<file path="src/rtl/stream_demux.sv">
// stream_demux
//   Routes a single upstream valid/ready stream to one of two downstream
//   ports (A or B), chosen per word by in_sel. Each output port owns one
//   register slot, holding a data word and a valid flag. A full slot whose
//   consumer is ready counts as free, so a port can drain and refill on the
//   same edge and sustain one word per cycle.
//   A per-port 8-bit counter counts delivered words, modulo 256.
//
// Handshake rule (applies to every port): a word moves on a rising edge
// where valid=1 and ready=1. A valid word and its data stay stable while
// ready=0. in_ready depends combinationally on in_sel and on the state of
// the selected slot only. It never depends on in_valid.
//
// Ports:
//   clk       clock, rising edge
//   rst_n     synchronous active-low reset
//   in_data   upstream word
//   in_sel    destination select (0 = A, 1 = B), qualified by in_valid
//   in_valid  upstream word valid
//   in_ready  upstream word accepted this cycle
//   a_data    port A word          b_data    port B word
//   a_valid   port A holds a word  b_valid   port B holds a word
//   a_ready   port A consumer ready b_ready  port B consumer ready
//   a_count   words delivered on A (mod 256)
//   b_count   words delivered on B (mod 256)
module stream_demux #(
    parameter int WIDTH = 8
) (
    input  logic             clk,
    input  logic             rst_n,
    input  logic [WIDTH-1:0] in_data,
    input  logic             in_sel,
    input  logic             in_valid,
    output logic             in_ready,
    output logic [WIDTH-1:0] a_data,
    output logic             a_valid,
    input  logic             a_ready,
    output logic [WIDTH-1:0] b_data,
    output logic             b_valid,
    input  logic             b_ready,
    output logic [7:0]       a_count,
    output logic [7:0]       b_count
);

    logic a_free;
    logic b_free;
    logic a_hs;
    logic b_hs;
    logic a_load;
    logic b_load;

    always_comb begin
        a_hs     = a_valid && a_ready;
        b_hs     = b_valid && b_ready;
        // A full slot being drained this edge can take a new word on the same edge.
        a_free   = !a_valid || a_ready;
        b_free   = !b_valid || b_ready;
        in_ready = in_sel ? b_free : a_free;
        a_load   = in_valid && in_ready && !in_sel;
        b_load   = in_valid && in_ready && in_sel;
    end

    // Reset takes priority over every handshake. Words offered or held
    // during reset are discarded, and the counters do not advance.
    always_ff @(posedge clk) begin
        if (!rst_n) begin
            a_data  <= '0;
            a_valid <= 1'b0;
            b_data  <= '0;
            b_valid <= 1'b0;
            a_count <= 8'd0;
            b_count <= 8'd0;
        end else begin
            if (a_load) begin
                a_data  <= in_data;
                a_valid <= 1'b1;
            end else if (a_hs) begin
                a_valid <= 1'b0;
            end

            if (b_load) begin
                b_data  <= in_data;
                b_valid <= 1'b1;
            end else if (b_hs) begin
                b_valid <= 1'b0;
            end

            if (a_hs) begin
                a_count <= a_count + 8'd1;
            end
            if (b_hs) begin
                b_count <= b_count + 8'd1;
            end
        end
    end

endmodule

</file>
<file path="config.mk">
export PLATFORM = sky130hd
export DESIGN_NAME = stream_demux
export DESIGN_NICKNAME = d
export VERILOG_FILES = /design/src/rtl/stream_demux.sv
export SDC_FILE = /design/constraint.sdc
export NUM_CORES = 1
export LEC_CHECK = 0
export ABC_AREA = 1
export CORE_ASPECT_RATIO = 0.9
export CORE_MARGIN = 5
export CORE_UTILIZATION = 35
export DETAILED_ROUTE_END_ITERATION = 8
export SLEW_MARGIN = 30
export SYNTH_ARGS = -nofsm -noshare
export SYNTH_HDL_FRONTEND = slang
export SYNTH_SLANG_ARGS = --single-unit
</file>
<file path="constraint.sdc">
create_clock -name clk -period 2.53 [get_ports clk]
set_clock_uncertainty 0.05 [all_clocks]
set_input_delay 0.6325 -clock clk [delete_from_list [all_inputs] [get_ports clk]]
set_output_delay 0.6325 -clock clk [all_outputs]
set_load 0.03 [all_outputs]
</file>
==> results of run 1 <==
[layout make-up]
class	count	area, um2	area share [%]
flip-flops and latches	34	680.7	32.99
multi-input cells	134	629.4	30.50
repair buffers	49	485.5	23.53
inverters	32	125.1	6.064
clock buffers	6	82.58	4.002
well taps	48	60.06	2.911
[metal layers]
layer / up-vias / global-route usage [%] / wire, um
li1: 733 / - / -
met1: 570 / 15.50 / 1583
met2: 36 / 18.16 / 1357
met3: 6 / 7.125 / 352
met4: 0 / 5.725 / 55
met5: - / 0 / 0
[power groups by stage]
stage	Clock [mW]	Combinational [mW]	Sequential, mW
after CTS	0.403	0.153	0.563
after global routing	0.435	0.164	0.565
after floorplan	0	0.0495	0.606
after global placement	0	0.152	0.575
final	0.388	0.151	0.563
after detailed placement	0	0.152	0.575
[worst min-delay path by stage]
stage | startpoint | slack [ps] | cells past startpoint | to
after floorplan | b_data[0] | 540 | 2 | b_data[0]
after global placement | a_data[0] | 400 | 2 | a_data[0]
after detailed placement | b_data[1] | 410 | 2 | b_data[1]
after CTS | a_data[0] | 410 | 2 | a_data[0]
after global routing | b_data[3] | 430 | 2 | b_data[3]
final | b_data[5] | 410 | 2 | b_data[5]
[per-stage QoR]
step | total power [mW] | setup slack (ps) | hold WS (ps)
after global placement | 0.7267 | 261.2 | 403.3
after CTS | 1.119 | 237.8 | 414.7
final | 1.101 | 252.0 | 412.5
after detailed placement | 0.7272 | 235.1 | 406.2
after floorplan | 0.6559 | 833.4 | 542.8
after global routing | 1.164 | 164.4 | 431.2
[cell usage in the layout (no fill, tap or decap)]
master,n
nand2_1,64
a21oi_1,24
clkinv_4,1
nor2_2,2
dfxtp_1,34
inv_2,1
nor2_1,19
clkbuf_8,6
buf_4,2
inv_1,30
o21ai_0,8
ha_1,2
nor3_4,1
nand3_1,5
nand2_2,2
clkdlybuf4s50_1,47
nand4_1,5
nand3_4,2
[worst reg2reg max path: stages (launching register included)]
cell     delay, ps
dfxtp_1        400
nand2_1        150
inv_1          100
nand3_1        120
nor2_1         150
nand2_1         70
nand2_1         50
nor2_1          30
[sequential cells by signal, indices dropped and copies added (netlist names)]
signal   cells
a_count      8
b_data       8
a_valid      1
b_count      8
b_valid      1
a_data       8
[cells by family after synthesis]
logic type      Yosys count  share of synthesized area (%)
flops                    34                          46.94
fa+ha+maj                 2                          1.725
simple gates            100                          30.63
buf+inv                  35                          9.663
compound gates           32                          11.04
==> results.py, run 1 <==
metrics = {
    "status": {
        "status": "finished, final reports clean",
    },
    "sta": {
        "rsz0062_at_grt": "no",
        "tightest_slew_ps": 523.1,
        "period_minus_slack_ps": 2278,
        "finalMaxSlewViolations": 0,
        "finalHoldViolCount": 0,
        "clock.fmax_mhz": 439.0,
        "setup_tns_ps": 0,
        "slew_headroom_pct": 65.09,
        "setup_viol": 0,
        "fin_crit_sh_pct": 90.04,
    },
    "die": {
        "start_util_pct": 35.84,
        "die_h_um": 71.07,
        "die_w_um": 77.85,
        "die_area_mm2": 0.005532,
        "rows": 22,
        "core_area_mm2": 0.004046,
        "boundaryPins": 49,
    },
    "clock_tree": {
        "clk_pin_slew_worst_paths_ps": 60,
        "numClockSinks": 34,
        "cts-hold-fix-buffers": 0,
        "clkLatencyLatePin_ps": 280,
        "cts_tree": "yes",
        "root_buffer": "clkbuf_8",
        "cts_max_level": 2,
        "clockBufferDepth": 2,
        "numCtsBuffers": 5,
        "postCtsSetupRepairBufs": 0,
        "ctsResizeCount": 0,
    },
    "global_routing": {
        "grt_pass1_vias": 1214,
        "gr-total-overflow": 0,
        "globalRouteTotalUtil_pct": 12.72,
        "grt_pass1_wl_um": 5602,
        "grt_max_degree": 19,
        "antenna_found_initial": 0,
    },
    "run": {
        "cap_violations": 0,
    },
    "detailed_routing": {
        "antenna_left": 0,
        "routed_wl_um": 3348,
        "vias_per_cell": 4.439,
        "wl_per_cell_um": 11.05,
        "drt_first_pass_iters": 4,
        "via_count": 1345,
        "first_iter_violations": 67,
        "drc": 0,
    },
    "synthesis": {
        "synth.net_count": 219,
        "ys_warn_count": 0,
        "synth_area_mm2": 0.001450,
        "synth_seq_cells": 34,
        "synth_top_area_share_pct": 46.94,
        "yosysMostFrequentCell": "nand2_1",
        "netlist_top_cells_count": "64 x nand2_1, 34 x dfxtp_1, 30 x inv_1, 24 x a21oi_1, 19 x nor2_1",
        "synth_ff_type": "dfxtp_1",
        "yosysUniqueCellTypes": 16,
        "synthTopCellsByArea": "dfxtp_1 47%, nand2_1 17%, a21oi_1 8.3%",
        "synth_area_leader_cell": "dfxtp_1",
        "synthArstFlopShare_pct": 0,
        "yosysSeqAreaShare_pct": 46.94,
        "synthCells": 203,
        "syn_avg_cell_area_um2": 7.144,
        "synth_edf_count": 0,
    },
    "power": {
        "ir_drop_uv": 326.9,
        "power_switching_mw": 0.2754,
        "power_density_mw_per_mm2": 533.7,
        "p_clk_share_pct": 35.2,
        "p_leak_nw": 0.8744,
        "internal_power_mw": 0.8258,
        "p_comb_share_pct": 13.7,
        "pwr-share-seq_pct": 51.1,
        "p_sw_share_pct": 25.01,
    },
    "final_layout": {
        "nets": 272,
        "drive_above_1_share_pct": 6.667,
        "area_growth_pct": 42.28,
        "diodes": 0,
        "post-route-util_pct": 50.99,
        "fill_cells": 419,
        "design_area_mm2": 0.002063,
        "stdcell_count": 303,
    },
    "setup_path": {
        "critPathSlowestCell": "clkdlybuf4s50_1",
        "rrSetupSlack_ps": 1310,
        "cp_top_family": "buffers and inverters",
        "crit_start": "a_ready",
        "r2r_end": "b_count[6]",
        "end_kind": "output port",
        "endpoint": "in_ready",
        "setup.worst_path.class": "primary input to output port",
        "critPathLaunchType": "primary input",
        "critPathRequiredTime_ps": 1850,
        "r2r_cells": 7,
        "cp_cell_sequence": "clkdlybuf4s50_1 -> inv_1 -> nand2_2 -> nand2_1 -> nand2_1 -> buf_4",
        "worst-path-buf-inv": 3,
        "path_common_cell": "nand2_1",
        "max_stage_delay_ps": 520,
        "timing.rr.start": "b_valid",
        "crit_arrival_ps": 1600,
        "crit_cells": 6,
        "cp_max_fo": 4,
    },
    "placed_design": {
        "hpwlAfterDp_um": 2531,
        "dpl_cell_area_mm2": 0.001981,
        "place_congestion": 0.7941,
        "placedCellCount": 297,
        "portBuffers": 48,
    },
    "worst_hold_path": {
        "hold_path.class": "register to register",
    },
}
No activity file was read; power rests on OpenSTA's default activity.
==> run 2: changes to the inputs <==
--- a/config.mk
+++ b/config.mk
@@ -7,5 +7,4 @@
 export LEC_CHECK = 0
 export ABC_AREA = 1
-export CORE_ASPECT_RATIO = 0.9
 export CORE_MARGIN = 5
 export CORE_UTILIZATION = 35
==> constraint.sdc (replaced) <==
create_clock -name clk -period 2.53 [get_ports clk]
set_clock_uncertainty 0.05 [all_clocks]
set_input_delay 0.3795 -clock clk [delete_from_list [all_inputs] [get_ports clk]]
set_output_delay 0.3795 -clock clk [all_outputs]
set_load 0.03 [all_outputs]
==> run 2 against run 1 <==
  * Setup slack gained 20 ps
  * Global-route usage grew 0.70 points
  * Register-to-register slack is essentially flat
  * First-iteration DRC count grew 10%
  * Combinational power is essentially flat
  * Critical path depth is the same
  * Via count grew 2.2%
  * Count of clock-buffer cells in the layout is the same
  * Cell count grew 1.3%
  * Critical path type unchanged
==> results.py, run 2 (synthesized netlist as in run 1, its figures left out) <==
metrics = {
    "die": {
        "rows": 23,
        "boundaryPins": 49,
        "die_h_um": 74.37,
        "die_area_mm2": 0.005531,
        "die_w_um": 74.37,
        "start_util_pct": 36.25,
        "core_area_mm2": 0.004000,
    },
    "power": {
        "p_sw_share_pct": 25.52,
        "pwr-share-seq_pct": 50.3,
        "power_density_mw_per_mm2": 538.7,
        "power_switching_mw": 0.2860,
        "total_power_mw": 1.121,
        "p_comb_share_pct": 13.4,
        "p_clk_share_pct": 36.3,
        "internal_power_mw": 0.8348,
        "ir_drop_uv": 396.1,
        "p_leak_nw": 0.8781,
    },
    "sta": {
        "period_minus_slack_ps": 2258,
        "setup_tns_ps": 0,
        "rsz0062_at_grt": "no",
        "slew_headroom_pct": 67.61,
        "finalMaxSlewViolations": 0,
        "setup_viol": 0,
        "tightest_slew_ps": 485.3,
        "fin_crit_sh_pct": 89.25,
        "clock.fmax_mhz": 442.8,
        "finalHoldViolCount": 0,
    },
    "setup_path": {
        "cp_cell_sequence": "clkdlybuf4s50_1 -> inv_1 -> nand2_2 -> nand2_1 -> nand2_1 -> clkdlybuf4s50_1",
        "max_stage_delay_ps": 660,
        "crit_arrival_ps": 1830,
        "end_kind": "output port",
        "critPathRequiredTime_ps": 2100,
        "rrSetupSlack_ps": 1320,
        "timing.rr.start": "a_count[0]",
        "r2r_end": "a_count[6]",
        "critPathLaunchType": "primary input",
        "setup.worst_path.class": "primary input to output port",
        "r2r_cells": 6,
        "critPathSlowestCell": "clkdlybuf4s50_1",
        "cp_max_fo": 4,
    },
    "detailed_routing": {
        "wl_per_cell_um": 10.65,
        "antenna_left": 0,
        "drt_first_pass_iters": 4,
        "vias_per_cell": 4.476,
        "routed_wl_um": 3271,
        "first_iter_violations": 74,
        "drc": 0,
        "via_count": 1374,
    },
    "clock_tree": {
        "postCtsSetupRepairBufs": 0,
        "clockBufferDepth": 2,
        "cts-hold-fix-buffers": 0,
        "clkLatencyLatePin_ps": 280,
        "numCtsBuffers": 5,
        "clk_pin_slew_worst_paths_ps": 70,
        "root_buffer": "clkbuf_8",
        "cts_tree": "yes",
        "ctsResizeCount": 0,
        "cts_max_level": 2,
        "numClockSinks": 34,
    },
    "run": {
        "cap_violations": 0,
    },
    "global_routing": {
        "antenna_found_initial": 0,
        "gr-total-overflow": 0,
        "globalRouteTotalUtil_pct": 13.42,
        "grt_pass1_wl_um": 5692,
        "grt_pass1_vias": 1294,
        "grt_max_degree": 17,
    },
    "final_layout": {
        "layout_commonest_cell": "nand2_1",
        "drive_above_1_share_pct": 7.004,
        "area_growth_pct": 43.49,
        "final_cell_mix": "64 x nand2_1, 48 x clkdlybuf4s50_1, 34 x dfxtp_1",
        "nets": 272,
        "fill_cells": 405,
        "diodes": 0,
    },
    "placed_design": {
        "hpwlAfterDp_um": 2514,
        "place_congestion": 0.8099,
        "portBuffers": 48,
    },
    "status": {
        "status": "finished, final reports clean",
    },
    "worst_hold_path": {
        "min_to": "a_data[7]",
        "hold_path.startpoint": "a_data[7]",
        "hold_path.class": "register to register",
        "min_path_cells": 2,
    },
}
## run 2: routing by layer
layer / part of all wire, % / vias to the layer above / routed length [um] / global-route usage [%]
li1: - / 744 / - / -
met1: 46 / 593 / 1498 / 16.25
met2: 46 / 35 / 1493 / 21.46
met3: 7.9 / 2 / 260 / 6.351
met4: 0.58 / 0 / 19 / 3.557
met5: 0 / - / 0 / 0
## run 2: metrics by stage
stage | hold slack [ps] | instance area [um2] | utilization [%] | instances | setup slack (ps)
2_1_floorplan | 472.5 | 1450 | - | 203 | 1169
3_3_place_gp | 401.9 | 1986 | 49.64 | 299 | 258.0
3_5_place_dp | 407.7 | 1986 | 49.64 | 299 | 255.6
4_1_cts | 417.4 | 2081 | 52.02 | 307 | 256.6
5_1_grt | 434.6 | 2081 | 52.02 | 307 | 147.6
6_report | 415.9 | 2081 | 52.02 | 307 | 271.9
## run 2: worst max path at each step
stage,startpoint,end,cells after the start
final,a_ready,in_ready,6
after floorplan,a_valid,in_ready,3
after detailed placement,a_ready,in_ready,6
after CTS,a_ready,in_ready,6
after global placement,b_ready,in_ready,6
after global routing,a_ready,in_ready,6
## run 2: power groups by stage
| stage | registers [mW] | logic (mW) | clock network, mW |
|---|---|---|---|
| final | 0.563 | 0.150 | 0.407 |
| after floorplan | 0.606 | 0.0495 | 0 |
| after CTS | 0.563 | 0.153 | 0.425 |
| after global routing | 0.565 | 0.164 | 0.457 |
| after global placement | 0.575 | 0.152 | 0 |
| after detailed placement | 0.575 | 0.152 | 0 |
## run 2: cell type report
class	instances	area [um2]	share of cell area (%)
flip-flops and latches	34	680.7	32.71
multi-input cells	134	629.4	30.25
repair buffers	49	488.0	23.45
inverters	32	125.1	6.013
clock buffers	6	82.58	3.969
well taps	50	62.56	3.007
clock inverters	2	12.51	0.6013
## run 2: critical path, delay by kind of cell
family | cells | cell delay [ps]
buffers and inverters | 3 | 1230
AND/OR/NAND/NOR | 3 | 210
